<file path="src/rtl/qu_common_pkg.sv">
// Shared widths for the Qu core datapath.
// Latency: n/a (declarations only).
// Backpressure: n/a.
// Contents: DATA_WIDTH, RS_TAG_WIDTH.
package qu_common;
  localparam int DATA_WIDTH   = 32;
  localparam int RS_TAG_WIDTH = 4;
endpackage

</file>
<file path="src/rtl/qu_uop_pkg.sv">
// Micro-op encoding: reservation-station cell layout and function codes.
// Latency: n/a (declarations only).
// Backpressure: n/a.
// Contents: res_st_cell_t, FN_* codes, op field slice positions.
package qu_uop;
  import qu_common::*;

  localparam int OP_WIDTH   = 14;
  localparam int OP_FUNC_HI = 13;
  localparam int OP_FUNC_LO = 9;

  typedef struct packed {
    logic                    busy;
    logic [OP_WIDTH-1:0]     op;
    logic [RS_TAG_WIDTH-1:0] qj;
    logic [RS_TAG_WIDTH-1:0] qk;
    logic [DATA_WIDTH-1:0]   vj;
    logic [DATA_WIDTH-1:0]   vk;
    logic [DATA_WIDTH-1:0]   a;
  } res_st_cell_t;

  // ALU codes
  localparam logic [4:0] FN_ADD    = 5'b00000;
  localparam logic [4:0] FN_SLL    = 5'b00001;
  localparam logic [4:0] FN_SLT    = 5'b00010;
  localparam logic [4:0] FN_SLTU   = 5'b00011;
  localparam logic [4:0] FN_XOR    = 5'b00100;
  localparam logic [4:0] FN_SRL    = 5'b00101;
  localparam logic [4:0] FN_OR     = 5'b00110;
  localparam logic [4:0] FN_AND    = 5'b00111;
  localparam logic [4:0] FN_SRA    = 5'b01101;
  localparam logic [4:0] FN_SUB    = 5'b01111;
  // Branch codes
  localparam logic [4:0] FN_BEQ    = 5'b10000;
  localparam logic [4:0] FN_BNE    = 5'b10001;
  localparam logic [4:0] FN_BLT    = 5'b10100;
  localparam logic [4:0] FN_BGE    = 5'b10101;
  localparam logic [4:0] FN_BLTU   = 5'b10110;
  localparam logic [4:0] FN_BGEU   = 5'b10111;
  // Multiply codes (only decoded when QU_EXEC_MUL_EN is defined)
  localparam logic [4:0] FN_MUL    = 5'b11000;
  localparam logic [4:0] FN_MULH   = 5'b11001;
  localparam logic [4:0] FN_MULHSU = 5'b11010;
  localparam logic [4:0] FN_MULHU  = 5'b11011;
endpackage

</file>
<file path="src/rtl/qu_alu.sv">
// Combinational integer ALU and branch comparator for the execute stage.
// Latency: 0 cycles (purely combinational).
// Backpressure: none; output tracks inputs.
// Ports: func (5b code), a/b operands -> result (32b), cmp (branch outcome).
// Optional: QU_EXEC_MUL_EN adds MUL/MULH/MULHSU/MULHU; otherwise those codes yield 0.
module qu_alu
  import qu_common::*;
  import qu_uop::*;
(
  input  logic [4:0]            func,
  input  logic [DATA_WIDTH-1:0] a,
  input  logic [DATA_WIDTH-1:0] b,
  output logic [DATA_WIDTH-1:0] result,
  output logic                  cmp
);

  logic [4:0] shamt;
  logic       lt_s;
  logic       lt_u;

  assign shamt = b[4:0];
  assign lt_s  = $signed(a) < $signed(b);
  assign lt_u  = a < b;

`ifdef QU_EXEC_MUL_EN
  // Low 64 bits of a 64x64 product of extended operands equal the exact
  // 32x32 product for each signedness combination.
  logic [63:0] prod_ss;
  logic [63:0] prod_su;
  logic [63:0] prod_uu;
  assign prod_ss = {{32{a[31]}}, a} * {{32{b[31]}}, b};
  assign prod_su = {{32{a[31]}}, a} * {32'b0, b};
  assign prod_uu = {32'b0, a} * {32'b0, b};
`endif

  always_comb begin
    result = '0;
    cmp    = 1'b0;
    case (func)
      FN_ADD:    result = a + b;
      FN_SUB:    result = a - b;
      FN_SLL:    result = a << shamt;
      FN_SRL:    result = a >> shamt;
      FN_SRA:    result = $signed(a) >>> shamt;
      FN_SLT:    result = {31'b0, lt_s};
      FN_SLTU:   result = {31'b0, lt_u};
      FN_XOR:    result = a ^ b;
      FN_OR:     result = a | b;
      FN_AND:    result = a & b;
      FN_BEQ:    cmp = (a == b);
      FN_BNE:    cmp = (a != b);
      FN_BLT:    cmp = lt_s;
      FN_BGE:    cmp = !lt_s;
      FN_BLTU:   cmp = lt_u;
      FN_BGEU:   cmp = !lt_u;
`ifdef QU_EXEC_MUL_EN
      FN_MUL:    result = prod_uu[31:0];
      FN_MULH:   result = prod_ss[63:32];
      FN_MULHSU: result = prod_su[63:32];
      FN_MULHU:  result = prod_uu[63:32];
`endif
      default: begin
        result = '0;
        cmp    = 1'b0;
      end
    endcase
  end

endmodule

</file>
<file path="src/rtl/qu_execute.sv">
// Single-cycle integer execute stage: ALU/branch result plus registered copy of the cell.
// Latency: 1 cycle (inputs sampled at edge N are visible after edge N).
// Backpressure: none; consumer must accept one result every cycle.
// Ports: clk, rst_n (sync, active-low), op_in (issued cell) -> value_out, comp_result, op_out.
// Optional: QU_EXEC_MUL_EN enables the RV32M multiply codes inside qu_alu.
module qu_execute
  import qu_common::*;
  import qu_uop::*;
(
  input  logic                  clk,
  input  logic                  rst_n,
  input  res_st_cell_t          op_in,
  output logic [DATA_WIDTH-1:0] value_out,
  output logic                  comp_result,
  output res_st_cell_t          op_out
);

  logic [DATA_WIDTH-1:0] alu_result;
  logic                  alu_cmp;

  qu_alu u_alu (
    .func   (op_in.op[OP_FUNC_HI:OP_FUNC_LO]),
    .a      (op_in.vj),
    .b      (op_in.vk),
    .result (alu_result),
    .cmp    (alu_cmp)
  );

  // A bubble (busy = 0) clears every output so downstream never sees stale
  // fields from an empty cell.
  always_ff @(posedge clk) begin
    if (!rst_n || !op_in.busy) begin
      value_out   <= '0;
      comp_result <= 1'b0;
      op_out      <= '0;
    end else begin
      value_out   <= alu_result;
      comp_result <= alu_cmp;
      op_out      <= op_in;
    end
  end

endmodule

</file>
<file path="config.mk">
export PLATFORM = sky130hd
export DESIGN_NAME = qu_execute
export DESIGN_NICKNAME = d
export VERILOG_FILES = /design/src/rtl/qu_common_pkg.sv /design/src/rtl/qu_uop_pkg.sv /design/src/rtl/qu_alu.sv /design/src/rtl/qu_execute.sv
export SDC_FILE = /design/constraint.sdc
export NUM_CORES = 1
export LEC_CHECK = 0
export ABC_AREA = 0
export CAP_MARGIN = 30
export CORE_AREA = 3 3 157 159
export CTS_BUF_LIST = sky130_fd_sc_hd__clkbuf_4 sky130_fd_sc_hd__clkbuf_8
export CTS_CLUSTER_DIAMETER = 200
export DETAILED_ROUTE_END_ITERATION = 6
export DIE_AREA = 0 0 160 162
export PLACE_DENSITY = 0.84
export REMOVE_ABC_BUFFERS = 1
export SYNTH_ARGS = -nofsm -noshare
export SYNTH_HDL_FRONTEND = slang
export SYNTH_SLANG_ARGS = --single-unit
</file>
<file path="constraint.sdc">
create_clock -name clk -period 5.85 [get_ports clk]
set_input_delay 1.4625 -clock clk [delete_from_list [all_inputs] [get_ports clk]]
set_output_delay 1.4625 -clock clk [all_outputs]
set_load 0.01 [all_outputs]
</file>
==> reports/qor.yml <==
netlist.area_leader.share_pct: 24.5
core_area_mm2: 0.0234
diodes: 0
status: "completed"
syn_to_final_growth_pct: 27.2
dr.pass1.iters: 6
setup_violations: 0
drt_wl_total_um: 51600
cp_slowest_stage_delay_ns: 0.67
p_leak_nw: 6.62
period_minus_slack_ns: 4.93
fin_crit_sh_pct: 84.2
yosysMostFrequentCell: "nor2_1"
hold_viol: 0
worst_pin_slew_ns: 0.970
num_vias: 13700
die_h_um: 162
row_count: 56
clockRootBuffer: "clkbuf_8"
avgViaCountPerCell: 6.37
cts_setup_buffers: 0
fp.dieW_um: 160
power.share.combinational_pct: 35.5
grt_max_degree: 67
cts-resized-gates: 0
post_synth.cell_area_avg_um2: 7.71
multi_input_area_mm2: 0.00849
first_iter_violations: 1645
track_usage_pct: 38.0
yosysUniqueCellTypes: 90
dpl.hpwl_um: 38900
yosys_warnings: 0
crit_fanout: 8
ant_nets: 0
yosysTopAreaCell: "dfxtp_1"
syn_area_mm2: 0.0124
fin_ws_ns: 0.924
drc: 0
fillCellCount: 2010
pwr-share-seq_pct: 35.9
synth_edf_count: 0
grt_pass1_wl_um: 77500
grt_overflow: 0
cp_data_required_time_ns: 6.18
max_freq_mhz: 203
port-buffer-count: 272
h-tree-depth: 4
switching_share_pct: 39.4
cts.sink_count: 152
antenna_found_initial: 1
routedWlPerCell_um: 23.9
rsz0062_at_grt: "false"
synth-seq-cells: 152
clk_pin_slew_ns: 0.10
layout-drive-gt1-share_pct: 7.78
synth_area_leaders: "dfxtp_1, ha_1, nor2_1"
setup_tns_ns: 0
p_sw_w: 0.00119
initial_utilization_pct: 53.0
p_int_w: 0.00183
relSlewSlack_pct: 35.3
max_cap_violations: 0
dieArea_mm2: 0.0259
seq_area_frac_synth_pct: 24.5
peakVddDrop_uv: 116
p_clk_share_pct: 28.6
path_class: "in -> reg"
critPathSlowestCell: "clkdlybuf4s50_1"
end_kind: "register"
layout.nets: 2047
regArea_mm2: 0.00304
cp-start-kind: "input port"
path_common_cell: "a211o_1"
syn_inst: 1609
postCtsHoldBufs: 0
synth_common_cells: "nor2_1, dfxtp_1, a21oi_1"
ys_async_sr_fraction_pct: 0
place_ws_ns: 0.521
clockBufferDepth: 2
p_per_area_mw_per_mm2: 191
slew_violations: 0
path_cells: "clkdlybuf4s50_1 > inv_1 > ha_1 > a211oi_1 > o211ai_1 > a41oi_2 > o21ai_1 > a21oi_2 > nor2_1 > a211o_1 > a211o_1 > a21oi_1 > a311oi_1"
gp_congestion: 1.06
arrival_ns: 5.26
ios: 273
cts_tree: "yes"
cts_buffers: 17
grt_pass1_vias: 13200
hold_path_class: "in -> reg"
ys.flop_type: "dfxtp_1"
==> area by class of cell <==
cell class | instances | share of cell area, %
multi-input combinational | 1238 | 53.8
tap | 319 | 2.53
inverter | 98 | 2.33
sequential | 152 | 19.3
clock buffer | 17 | 1.48
clock inverter | 15 | 1.12
timing repair buffer | 318 | 19.4
==> routing by layer <==
layer  global-route usage, %  share of wire [%]
met1                    48.6                 39
met2                    63.2                 47
met3                    7.19                9.7
met4                    15.9                4.2
met5                       0                  0
==> worst paths after layout <==
path	start	endpoint	slack (ns)	depth (start not counted)
max	op_in[65]	value_out[25]	0.92	13
min	op_in[114]	op_out[114]	1.45	2
==> stage by stage <==
step	std cells	cell area [um^2]	total power [W]	utilization, %	hold slack (ns)
2_1_floorplan	1488	11900	0.00169	-	1.60
3_3_place_gp	2125	15400	0.00213	65.6	1.94
3_5_place_dp	2125	15400	0.00214	65.6	1.95
4_1_cts	2157	15800	0.00300	67.4	1.42
5_1_grt	2157	15800	0.00313	67.4	1.43
6_report	2157	15800	0.00301	67.4	1.45
==> registers in the layout (all words and copies together) (netlist names) <==
signal       flops
comp_result      1
op_out         119
value_out       32
==> cell usage in the layout (no fill, tap or decap), types with 6 or more instances in the layout <==
cell | Yosys | final
a211o_1 | 12 | 11
a211oi_1 | 18 | 18
a21o_1 | 14 | 14
a21oi_1 | 135 | 135
a221o_1 | 9 | 9
a221oi_1 | 17 | 17
a22o_1 | 7 | 7
a22oi_1 | 14 | 14
a31oi_1 | 21 | 21
and2_1 | 7 | 7
and3_1 | 55 | 55
buf_4 | 5 | 46
clkbuf_8 | 0 | 17
clkdlybuf4s50_1 | 0 | 269
dfxtp_1 | 152 | 152
ha_1 | 99 | 99
inv_1 | 91 | 91
mux2_2 | 8 | 8
mux2i_1 | 81 | 81
mux4_2 | 15 | 15
nand2_1 | 82 | 81
nand2b_1 | 24 | 24
nand3_1 | 17 | 17
nor2_1 | 230 | 230
nor2b_1 | 10 | 10
nor3_1 | 36 | 35
nor4_1 | 13 | 12
o211ai_1 | 20 | 20
o21ai_0 | 101 | 101
o21ai_1 | 9 | 9
o21bai_1 | 11 | 11
o221ai_1 | 8 | 8
o22a_1 | 6 | 6
o22ai_1 | 24 | 24
o31ai_1 | 9 | 9
or3_1 | 10 | 10
xnor2_1 | 24 | 24
==> logic make-up after synthesis <==
family                     Yosys count  synth area share [%]
xor gates and xnor gates            25                  1.77
AOI/OAI and AO/OA                  497                  26.7
muxes                              104                  9.98
and+or+nand+nor                    511                  19.5
adders and majority gates          101                  10.3
DFF                                152                  24.5
buffers and inverters              219                  7.19
==> power by group through the flow <==
stage	registers, W	logic, W	clock network [W]
finish	0.00108	0.00107	0.000862
global route	0.00109	0.00114	0.000910
detailed placement	0.00111	0.00103	0
global placement	0.00110	0.00102	0
floorplan	0.00112	0.000563	0
CTS	0.00108	0.00104	0.000878
==> worst max-delay path: cells and delay by family <==
kind                       cells  cell delay [ns]
buffers and inverters          2             0.86
adders and majority gates      1             0.40
and+or+nand+nor                1             0.08
AOI/OAI and AO/OA              9             2.43
(Power assumes the default switching activity.)
